**src/rtl/bit_stream_feeder.sv**
```systemverilog
// bit_stream_feeder
//   Streams 1-bit words out of a Block RAM, one word per enable period.
//   A start pulse in IDLE begins a pass from address 0. Each word is
//   fetched (FETCH, one cycle of RAM latency), captured onto bit_o
//   (CAPTURE), and then held (HOLD) until the tick counter completes a
//   period. At that point a single-cycle one_second_enable is issued and
//   the next address is requested. The last word either wraps to address
//   0 (LOOP=1) or ends the pass with a done pulse (LOOP=0).
//
// Ports
//   clock_100Mhz      in   single clock, all logic on its rising edge
//   reset             in   synchronous, active-high
//   start             in   begin streaming from address 0 (IDLE only)
//   stop              in   abort streaming (any state)
//   mem_addr          out  registered Block RAM read address
//   mem_rdata         in   Block RAM data, valid one cycle after mem_addr
//   bit_o             out  current stream bit (named bit_o because bit is
//                          a reserved word)
//   one_second_enable out  single-cycle qualifier for bit_o
//   bit_index         out  address of the word currently on bit_o
//   busy              out  high in every state except IDLE
//   done              out  one-cycle pulse at the end of a pass (LOOP=0)
module bit_stream_feeder #(
  parameter int TICK_DIV = 100_000_000,
  parameter int DEPTH    = 64,
  parameter int ADDR_W   = 6,
  parameter int LOOP     = 0
) (
  input  logic              clock_100Mhz,
  input  logic              reset,
  input  logic              start,
  input  logic              stop,
  output logic [ADDR_W-1:0] mem_addr,
  input  logic              mem_rdata,
  output logic              bit_o,
  output logic              one_second_enable,
  output logic [ADDR_W-1:0] bit_index,
  output logic              busy,
  output logic              done
);

  localparam int CNT_W = $clog2(TICK_DIV);

  localparam logic [1:0] S_IDLE    = 2'd0;
  localparam logic [1:0] S_FETCH   = 2'd1;
  localparam logic [1:0] S_CAPTURE = 2'd2;
  localparam logic [1:0] S_HOLD    = 2'd3;

  localparam logic [CNT_W-1:0]  CNT_LAST  = CNT_W'(TICK_DIV - 1);
  localparam logic [ADDR_W-1:0] ADDR_LAST = ADDR_W'(DEPTH - 1);

  logic [1:0]        state_q, state_d;
  logic [ADDR_W-1:0] addr_q,  addr_d;
  logic              bit_q,   bit_d;
  logic [ADDR_W-1:0] idx_q,   idx_d;
  logic              en_q,    en_d;
  logic              done_q,  done_d;
  logic [CNT_W-1:0]  cnt_q,   cnt_d;
  logic              busy_w;

  assign busy_w = (state_q != S_IDLE);

  always_comb begin
    // NOTE: every variable driven here gets a default first so no path
    // leaves it unassigned, which would otherwise infer a latch.
    state_d = state_q;
    addr_d  = addr_q;
    bit_d   = bit_q;
    idx_d   = idx_q;
    en_d    = 1'b0;
    done_d  = 1'b0;
    // The period counter free-runs while busy; it is reloaded only on the
    // start edge and on each pulse edge, so pulse spacing is exact.
    cnt_d   = busy_w ? cnt_q + CNT_W'(1) : cnt_q;

    case (state_q)
      S_IDLE: begin
        if (start && !stop) begin
          addr_d  = '0;
          cnt_d   = '0;
          state_d = S_FETCH;
        end
      end
      S_FETCH: begin
        // RAM read latency: data for addr_q appears on the next cycle.
        state_d = S_CAPTURE;
      end
      S_CAPTURE: begin
        bit_d   = mem_rdata;
        idx_d   = addr_q;
        state_d = S_HOLD;
      end
      S_HOLD: begin
        if (cnt_q == CNT_LAST) begin
          en_d  = 1'b1;
          cnt_d = '0;
          if (idx_q != ADDR_LAST) begin
            addr_d  = idx_q + ADDR_W'(1);
            state_d = S_FETCH;
          end else if (LOOP != 0) begin
            addr_d  = '0;
            state_d = S_FETCH;
          end else begin
            // done rises together with the final enable.
            done_d  = 1'b1;
            state_d = S_IDLE;
          end
        end
      end
      default: state_d = S_IDLE;
    endcase

    // Abort wins over everything above. An enable already registered in
    // en_q still completes its single cycle because en_d is recomputed.
    if (stop && busy_w) begin
      state_d = S_IDLE;
      en_d    = 1'b0;
      done_d  = 1'b0;
      cnt_d   = '0;
    end
  end

  always_ff @(posedge clock_100Mhz) begin
    if (reset) begin
      state_q <= S_IDLE;
      addr_q  <= '0;
      bit_q   <= 1'b0;
      idx_q   <= '0;
      en_q    <= 1'b0;
      done_q  <= 1'b0;
      cnt_q   <= '0;
    end else begin
      // NOTE: state registers use non-blocking assignments so every
      // register samples the pre-edge value of the others.
      state_q <= state_d;
      addr_q  <= addr_d;
      bit_q   <= bit_d;
      idx_q   <= idx_d;
      en_q    <= en_d;
      done_q  <= done_d;
      cnt_q   <= cnt_d;
    end
  end

  assign mem_addr          = addr_q;
  assign bit_o             = bit_q;
  assign one_second_enable = en_q;
  assign bit_index         = idx_q;
  assign busy              = busy_w;
  assign done              = done_q;

endmodule
```
**config.mk**
```make
export PLATFORM = sky130hd
export DESIGN_NAME = bit_stream_feeder
export DESIGN_NICKNAME = d
export VERILOG_FILES = /design/src/rtl/bit_stream_feeder.sv
export SDC_FILE = /design/constraint.sdc
export NUM_CORES = 1
export LEC_CHECK = 0
export CAP_MARGIN = 20
export CORE_UTILIZATION = 26
export CTS_BUF_LIST = sky130_fd_sc_hd__clkbuf_4
export DETAILED_ROUTE_END_ITERATION = 12
export GPL_TIMING_DRIVEN = 0
export PLACE_DENSITY_LB_ADDON = 0.25
export SYNTH_ARGS = -nofsm -noshare
export SYNTH_HDL_FRONTEND = slang
export SYNTH_SLANG_ARGS = --single-unit
```
**constraint.sdc**
```tcl
create_clock -name clock_100Mhz -period 2.28 [get_ports clock_100Mhz]
set_input_delay 0.456 -clock clock_100Mhz [delete_from_list [all_inputs] [get_ports clock_100Mhz]]
set_output_delay 0.456 -clock clock_100Mhz [all_outputs]
set_load 0.02 [all_outputs]
```
======== Yosys cells after proc, flatten, opt, wreduce, memory -nomap -nowiden ========
Cells that the tools add are included.
Widths: inputs -> output; s select.
storage, ports and cells
  register bits ........................... 44
cells by class
  add/sub/neg operators ................... 2
  reductions and logical operators ........ 11
  bitwise gates (word level) .............. 2
  muxes and demuxes ....................... 14
  eq/ne operators ......................... 8
operator list
  cell                   count
  $mux 27                3
  $pmux 27 s2            1
  $add 27x1->27 const B  1
  $eq 27x27->1 const B   1
  $mux 6                 3
  $pmux 6 s2             1
  $pmux 2 s4             1
  $add 6x1->6 const B    1
  $ne 2x2->1 const B     3
  $ne 6x6->1 const B     1
  $eq 2x2->1 const B     2
  $mux 2                 2
  $reduce_and 4->1       1
  $reduce_bool 2->1      2
  $reduce_or 4->1        1
  $mux 1                 3
  $reduce_or 3->1        1
  $eq 2x1->1 const B     1
  $logic_and 1x1->1      2
  $logic_not 2->1        1
  $not 1->1              2
  $reduce_and 2->1       1
  $reduce_or 2->1        1
  $logic_not 1->1        1

======== Depth between registers and ports, before layout ========
Gate-level depths: netlist of the first run.
  depth after elaboration ................. 4
  depth in mapped cells ................... 8

======== Worst setup path after synthesis of the first run ========
Ideal clock, no wire load.
  path type ............................... register to register
  start point ............................. register state_q[0]
  end point ............................... register state_q[0]
  slack ................................... 274 ps
  clock period less this slack ............ 2,006 ps
  arrival time ............................ 1,937 ps
  cell stages (with the launch flop) ...... 9
  cell sequence ........................... dfxtp_1 > inv_1 > ha_1 > buf_2 > inv_1 > a21oi_1 > clkbuf_1 > o2111ai_1 > a21oi_1
on the way
  word-level cells in the longest chain between the ends .. 3
RTL lines
  element                    RTL line  text
  start: declaration         52        logic [1:0] state_q, state_d;
  start signal: assignment   135       state_q <= state_d;
  $reduce_bool 2->1          61        assign busy_w = (state_q != S_IDLE);
  named net busy             38        output logic busy,
  $logic_and 1x1->1          115       if (stop && busy_w) begin
  $reduce_or 2->1 (no line)  -
The timed path passes the listed nets, and every way through them passes these cells.
A chain may end at the register's enable or synchronous reset.

======== Worst setup path in the final report of the first run ========
  start point ............................. register state_q[0]
  end point ............................... output busy
on the way
  word-level cells in the longest chain between the ends .. 1
RTL lines
  element            RTL line
  $reduce_bool 2->1  61
  end: declaration   38
No other way between the ends.

==> results of run 1 <==
per-layer routing:
metal	vias up	global-route usage (%)	routed length (µm)
met5	-	0	0
met4	0	3.79	30
met3	5	2.17	217
met2	44	21.3	2820
met1	1036	20.2	3290
li1	1100	-	-
layout make-up:
type / count / area [µm²] / share of cell area (%)
plain buffers: 15 / 82.6 / 2.90
well taps: 108 / 135 / 4.74
inverters: 8 / 30.0 / 1.05
repair buffers: 26 / 259 / 9.09
clock buffers: 5 / 37.5 / 1.32
multi-input cells: 210 / 1410 / 49.3
flip-flops and latches: 44 / 886 / 31.1
clock inverters: 3 / 13.8 / 0.483
worst paths after layout:
path	from	end	slack [ns]
worst max register to register	cnt_q[19]	cnt_q[21]	0.14
worst max-delay path	state_q[0]	busy	0.13
worst min register to register	cnt_q[19]	cnt_q[19]	0.49
worst min-delay path	cnt_q[19]	cnt_q[19]	0.49
cells by family (layout without fill, tap and decap cells):
family / count (synthesis) / after routing / synth area share [%]
buffers and inverters: 23 / 57 / 4.62
multiplexers: 13 / 13 / 5.58
XOR/XNOR: 10 / 10 / 3.76
AO/OA/AOI/OAI: 53 / 53 / 14.8
flip-flops: 44 / 44 / 37.8
adder cells (fa/ha/maj): 5 / 5 / 2.68
AND/OR/NAND/NOR: 129 / 129 / 30.8
power by group through the flow:
stage | registers (mW) | logic [mW] | clock network, mW
finish | 0.802 | 0.790 | 0.384
detailed placement | 0.822 | 0.689 | 0
global placement | 0.821 | 0.694 | 0
floorplan | 0.822 | 0.474 | 0
global route | 0.806 | 0.864 | 0.432
CTS | 0.802 | 0.771 | 0.396
cells in the mapped netlist, types with 2 or more instances:
| cell | number | area, µm² |
|---|---|---|
| nor4_1 | 4 | 25.0 |
| xnor2_1 | 3 | 26.3 |
| inv_1 | 8 | 30.0 |
| a31oi_1 | 9 | 56.3 |
| nand2_1 | 26 | 97.6 |
| o311ai_0 | 3 | 26.3 |
| a21oi_1 | 13 | 65.1 |
| xor2_1 | 7 | 61.3 |
| dfxtp_1 | 44 | 881 |
| nand3_1 | 17 | 85.1 |
| o311ai_1 | 2 | 17.5 |
| and2_0 | 2 | 12.5 |
| o211ai_1 | 4 | 30.0 |
| nand4b_1 | 5 | 43.8 |
| o22ai_1 | 2 | 12.5 |
| a21o_1 | 2 | 15.0 |
| nor2_1 | 25 | 93.8 |
| or3b_2 | 2 | 17.5 |
| or2_2 | 3 | 18.8 |
| ha_1 | 5 | 62.6 |
| clkbuf_1 | 9 | 33.8 |
| mux2i_1 | 13 | 130 |
| and3_1 | 6 | 37.5 |
| nor3_1 | 4 | 20.0 |
| nor4_2 | 2 | 25.0 |
| buf_2 | 2 | 10.0 |
| o21ai_0 | 10 | 50.1 |
| buf_6 | 2 | 22.5 |
| nand4_1 | 22 | 138 |
critical path, stage by stage, from the launching register on:
cell,delay (ns)
dfxtp_2,0.35
inv_1,0.07
ha_2,0.20
buf_4,0.18
inv_1,0.22
clkdlybuf4s15_2,0.31
registers in the layout (all words and copies together) (netlist names):
register / flops
bit_index: 6
bit_o: 1
cnt_q: 27
done: 1
mem_addr: 6
one_second_enable: 1
state_q: 2
repair_timing:
item                       in CTS  in global routing
setup endpoints to repair      20                 24
pin swaps                       2                  3
gates resized for setup        13                  9
buffers inserted                5                  1
==> metrics, run 1 <==
status=finished clean; count of unique library cells instantiated by Yosys=50; Min Clock Period, post-route=2.15 ns; Initial Util=26.7%; Rows=34; DR iter-0 viols=approximately 120; Worst-Margin Slew=0.594 ns; Hold Slack=slightly below 0.5 ns; routed via count=2185; layout cells sized above 1=13.5%; grt ovf=0; YS warnings=0; Post-synth EDFFs=0; Comb pwr share=40.0%; mapped cell area=roughly 2300 µm²; maximum vdd drop=slightly below 500 µV; DR WL/cell=about 15 µm; Post-CTS Hold Fix Bufs=0; post-synthesis sequential area ratio=37.8%; Clock Tree Root=clkbuf_4; Setup Skew=roughly 0.013 ns; most frequent cells in the layout=dfxtp_1, nor2_1, nand2_1; Power per Cell Area=693 nW/µm²; Tot Pwr=1.98 mW; Clk pwr share=19.4%; io pins=21; CTS max path bufs=2; RSZ-0062 raised after global routing=yes; final core occ=32.7%; Final setup viols=0; Slew headroom=60.2%; CTS tree=done; clock transition at the registers of the reported paths=~0.14 ns; Ant. Diodes=0; final hold violations=0; Max Cap Viol=0; Synth Net Count=roughly 290; first-pass GRT wire length=10.6 mm; Final WS setup=~0.13 ns; vias in the first global route=between 2000 and 2500; CTS Sinks=44; largest net degree at the start of global routing=14; Seq pwr share=40.6%; switch share=39.6%; placed cell count=roughly 410; Reg2Reg Depth=7; initial antenna violation count=0; port bufs=20; Post-DRT Antenna Nets=0; fin cells=around 420; critical path launch point type=register; layout filler cell count=924; worst hold stages=2; asr flop ratio synth=0%; Placement Setup Slack=-0.346 ns; synthesized area per cell=8.42 µm²; Core Area=8720 µm²; Worst Hold Class=register to register; fin. max-slew vios=0; most common cell after layout, fill and taps aside=dfxtp_1; Worst Path Required=1.82 ns; WL final=6.36 mm; Mapped Cells=277; Setup crit end kind=output port; Sum Neg Setup Slack=0 ns; P_sw=782 µW; Final #Nets=320; Tot GR Track Use=13.9%; fin area=roughly 2900 µm²; DRT Pass-1 Iters=4; Final HPWL DP=~4.4 mm; Syn-to-layout area delta=22.3%; period utilisation layout=between 90% and 100%; leakage=roughly 0.94 nW; # DRC=0; total CTS buffers=5; die area=9350 µm²; H-tree depth=2; GP Congestion=0.787; top_reg_cell synth=dfxtp_1; Crit Path Class=register to output port; synthesized flop and latch total=44; Fmax=465 MHz; DIE HEIGHT=96.7 µm; Placed Instance Area=2670 µm²; crit path max fanout=10; Die X=just under 100 µm; Vias/cell=5.21; P_int=1.19 mW; CP arrival=approximately 1.7 ns; clock latency on the worst-skew pair=around 0.37 ns
No activity file was read; power rests on OpenSTA's default activity.
==> inputs of run 2 (changes only) <==
--- a/config.mk
+++ b/config.mk
@@ -5,10 +5,12 @@
 export SDC_FILE = /design/constraint.sdc
 export NUM_CORES = 1
 export LEC_CHECK = 0
+export ABC_AREA = 1
 export CAP_MARGIN = 20
 export CORE_UTILIZATION = 26
 export CTS_BUF_LIST = sky130_fd_sc_hd__clkbuf_4
 export DETAILED_ROUTE_END_ITERATION = 12
+export GPL_ROUTABILITY_DRIVEN = 0
 export GPL_TIMING_DRIVEN = 0
 export PLACE_DENSITY_LB_ADDON = 0.25
 export SYNTH_ARGS = -nofsm -noshare
==> run 2 against run 1 <==
  * Cell area increased by 6.2%
  * Register-to-register slack better by 0.15 ns
  * Hold slack worse by 0.0022 ns
  * Fmax rose by 4.4%
  * Global-route usage up 0.57 points
  * Synthesized area rose by 11%
  * Clock power increased by 32%
  * Combinational power grew 49%
  * Sequential share of layout area decreased by 2.0 points
  * First-iteration DRC count grew 18%
  * Die area increased by 11%
==> metrics, run 2 <==
layout cells sized above 1=8.69% (was 13.5%); CTS tree=done (unchanged); Mapped Cells=398 (was 277); synthesized area per cell=6.51 µm² (was 8.42 µm²); commonest cells in the netlist=nand2_1, nor2_1, dfxtp_1, inv_1, a21oi_1 (was dfxtp_1, nand2_1, nor2_1, nand4_1, nand3_1); H-tree depth=2 (unchanged); critical path launch point type=register (unchanged); Worst-Margin Slew=0.508 ns (was 0.594 ns); first-pass GRT wire length=11.6 mm (was 10.6 mm); Reg2Reg Depth=8 (was 7); Hold EP=bit_index[5] (was cnt_q[19]); asr flop ratio synth=0% (unchanged); Tot Pwr=2.64 mW (was 1.98 mW); count leader, synth=nand2_1 (was dfxtp_1); largest net degree at the start of global routing=14 (unchanged); Final setup viols=0 (unchanged); DR WL/cell=12.2 µm (was 15.2 µm); clock transition at the registers of the reported paths=0.15 ns (was 0.14 ns); mapped cell area=2590 µm² (was 2330 µm²); Post-synth EDFFs=0 (unchanged); fin. max-slew vios=0 (unchanged); DR iter-0 viols=137 (was 116); RSZ-0062 raised after global routing=no (was yes); Hold Crit Start=mem_addr[5] (was cnt_q[19]); maximum vdd drop=386 µV (was 489 µV); DIE HEIGHT=102 µm (was 96.7 µm); most frequent cells in the layout=nand2_1, nor2_1, dfxtp_1 (was dfxtp_1, nor2_1, nand2_1); Synth Net Count=408 (was 287); Worst Hold Class=register to register (unchanged); Tot GR Track Use=14.5% (was 13.9%); top_reg_cell synth=dfxtp_1 (unchanged); WL final=6.81 mm (was 6.36 mm); reg-to-reg startpoint=state_q[0] (was cnt_q[19]); Max Cap Viol=0 (unchanged); Placement Setup Slack=0.139 ns (was -0.346 ns); post-CTS setup buffer count=0 (was 5); Setup crit end kind=output port (unchanged); top-area cell type share of the netlist area=34.0% (was 37.8%); Clock Tree Root=clkbuf_4 (unchanged); Syn-to-layout area delta=16.9% (was 22.3%); Final #Nets=435 (was 320); status=finished clean (unchanged); initial antenna violation count=0 (unchanged); vias in the first global route=2338 (was 2054); CTS max path bufs=2 (unchanged); Crit Path Class=register to output port (unchanged); # DRC=0 (unchanged); clock latency on the worst-skew pair=0.38 ns (was 0.37 ns); CTS Sinks=44 (unchanged); Rows=36 (was 34); max FFs per register=27 (unchanged); grt ovf=0 (unchanged); Critical R2R Capture=cnt_q[22] (was cnt_q[21]); die area=10400 µm² (was 9350 µm²); CP arrival=1.60 ns (was 1.69 ns); leakage=1.09 nW (was 0.942 nW); Setup Skew=0.0144 ns (was 0.0131 ns); top area cells in the synthesized netlist=dfxtp_1, nand2_1, nor2_1, inv_1, a21oi_1 (was dfxtp_1, nand4_1, mux2i_1, nand2_1, nor2_1); count of unique library cells instantiated by Yosys=32 (was 50); Fmax=486 MHz (was 465 MHz); r2r setup slk=0.29 ns (was 0.14 ns); period utilisation layout=90.3% (was 94.3%); Slew headroom=66.2% (was 60.2%); total CTS buffers=5 (unchanged); Vias/cell=4.38 (was 5.21); Ant. Diodes=0 (unchanged); Storage cell area=881 µm² (was 886 µm²); crit path max fanout=10 (unchanged); Power per Cell Area=871 nW/µm² (was 693 nW/µm²); Core Area=9730 µm² (was 8720 µm²); Die X=102 µm (was 96.7 µm); final hold violations=0 (unchanged); Final WS setup=0.221 ns (was 0.131 ns); Post-DRT Antenna Nets=0 (unchanged); YS warnings=0 (unchanged); layout filler cell count=1095 (was 924); Sum Neg Setup Slack=0 ns (unchanged); Synth area leader=dfxtp_1 (unchanged); post-synthesis sequential area ratio=34.0% (was 37.8%); Initial Util=26.6% (was 26.7%); port bufs=20 (unchanged); routed via count=2449 (was 2185); worst hold stages=2 (unchanged); Min Clock Period, post-route=2.06 ns (was 2.15 ns); Worst Path Required=1.82 ns (about the same); multi-input logic area=1460 µm² (was 1410 µm²); Largest Register=cnt_q (unchanged); DRT Pass-1 Iters=4 (unchanged); synthesized flop and latch total=44 (unchanged); Final HPWL DP=4.90 mm (was 4.44 mm); io pins=21 (unchanged); most common cell after layout, fill and taps aside=nand2_1 (was dfxtp_1)
## run 2: changes by cell type after synthesis, moves of 9 or more
cell,delta
a31oi_1,-9
a21oi_1,+18
inv_1,+35
nor2_1,+28
mux2i_1,-12
nand2_1,+84
nand4_1,-13
nand3_1,+12
## run 2: worst max path at each step
stage | start | end | slack [ns] | depth (start not counted)
final | state_q[0] | busy | 0.22 | 5
after global routing | state_q[0] | cnt_q[25] | 0.11 | 8
after CTS | state_q[0] | busy | 0.04 | 5
after detailed placement | stop | cnt_q[9] | 0.14 | 6
after global placement | stop | cnt_q[20] | 0.14 | 6
after floorplan | state_q[0] | cnt_q[6] | 0.59 | 12
## run 2: per-layer routing
metal	wire [µm]	share of wire, %	GRT usage, %	up-vias
met1	3400	50	19.1	1079
met3	245	3.6	2.69	11
met2	3060	45	23.9	46
li1	-	-	-	1313
met4	101	1.5	4.57	0
met5	0	0	0	-
## run 2: stage by stage
step                      instance area [µm²]  hold slack (ns)  instances  utilization (%)
after global placement                   2960            0.463        551             30.4
after detailed placement                 2960            0.467        551             30.4
after floorplan                          2590            0.465        398                -
after CTS                                3030            0.485        559             31.1
after global routing                     3030            0.500        559             31.1
final                                    3030            0.483        559             31.1
## run 2: cell families (layout without fill, tap and decap cells)
logic type | after synthesis | after routing | share of synthesized area (%)
AO/OA/AOI/OAI | 47 | 47 | 9.95
XOR/XNOR | 14 | 14 | 4.73
adder cells (fa/ha/maj) | 5 | 5 | 2.42
buffers and inverters | 59 | 87 | 9.76
flip-flops | 44 | 44 | 34.0
multiplexers | 1 | 1 | 0.386
AND/OR/NAND/NOR | 228 | 228 | 38.7
## run 2: where the power goes
group	total (mW)	switching, mW	internal (mW)	leakage (nW)
Combinational	1.18	0.773	0.410	0.691
Clock	0.508	0.284	0.224	0.0403
Sequential	0.945	0.0794	0.865	0.357
## run 2: worst max-delay path: stages, from the launching register on
cell and delay (ns):
dfxtp_1 0.40, inv_1 0.08, ha_1 0.20, buf_6 0.15
inv_2 0.17, clkbuf_2 0.21
## run 2: area by class of cell
type	instances	area share (%)
multi-input cells	295	48.1
flip-flops and latches	44	29.1
repair buffers	20	6.45
inverters	46	5.70
well taps	133	5.50
plain buffers	13	2.65
clock buffers	5	1.24
clock inverters	3	1.24
## run 2: what timing repair did
item	4_1_cts	5_1_grt
setup endpoints to repair	1	1
gates resized for setup	1	2
hold buffers	0	0
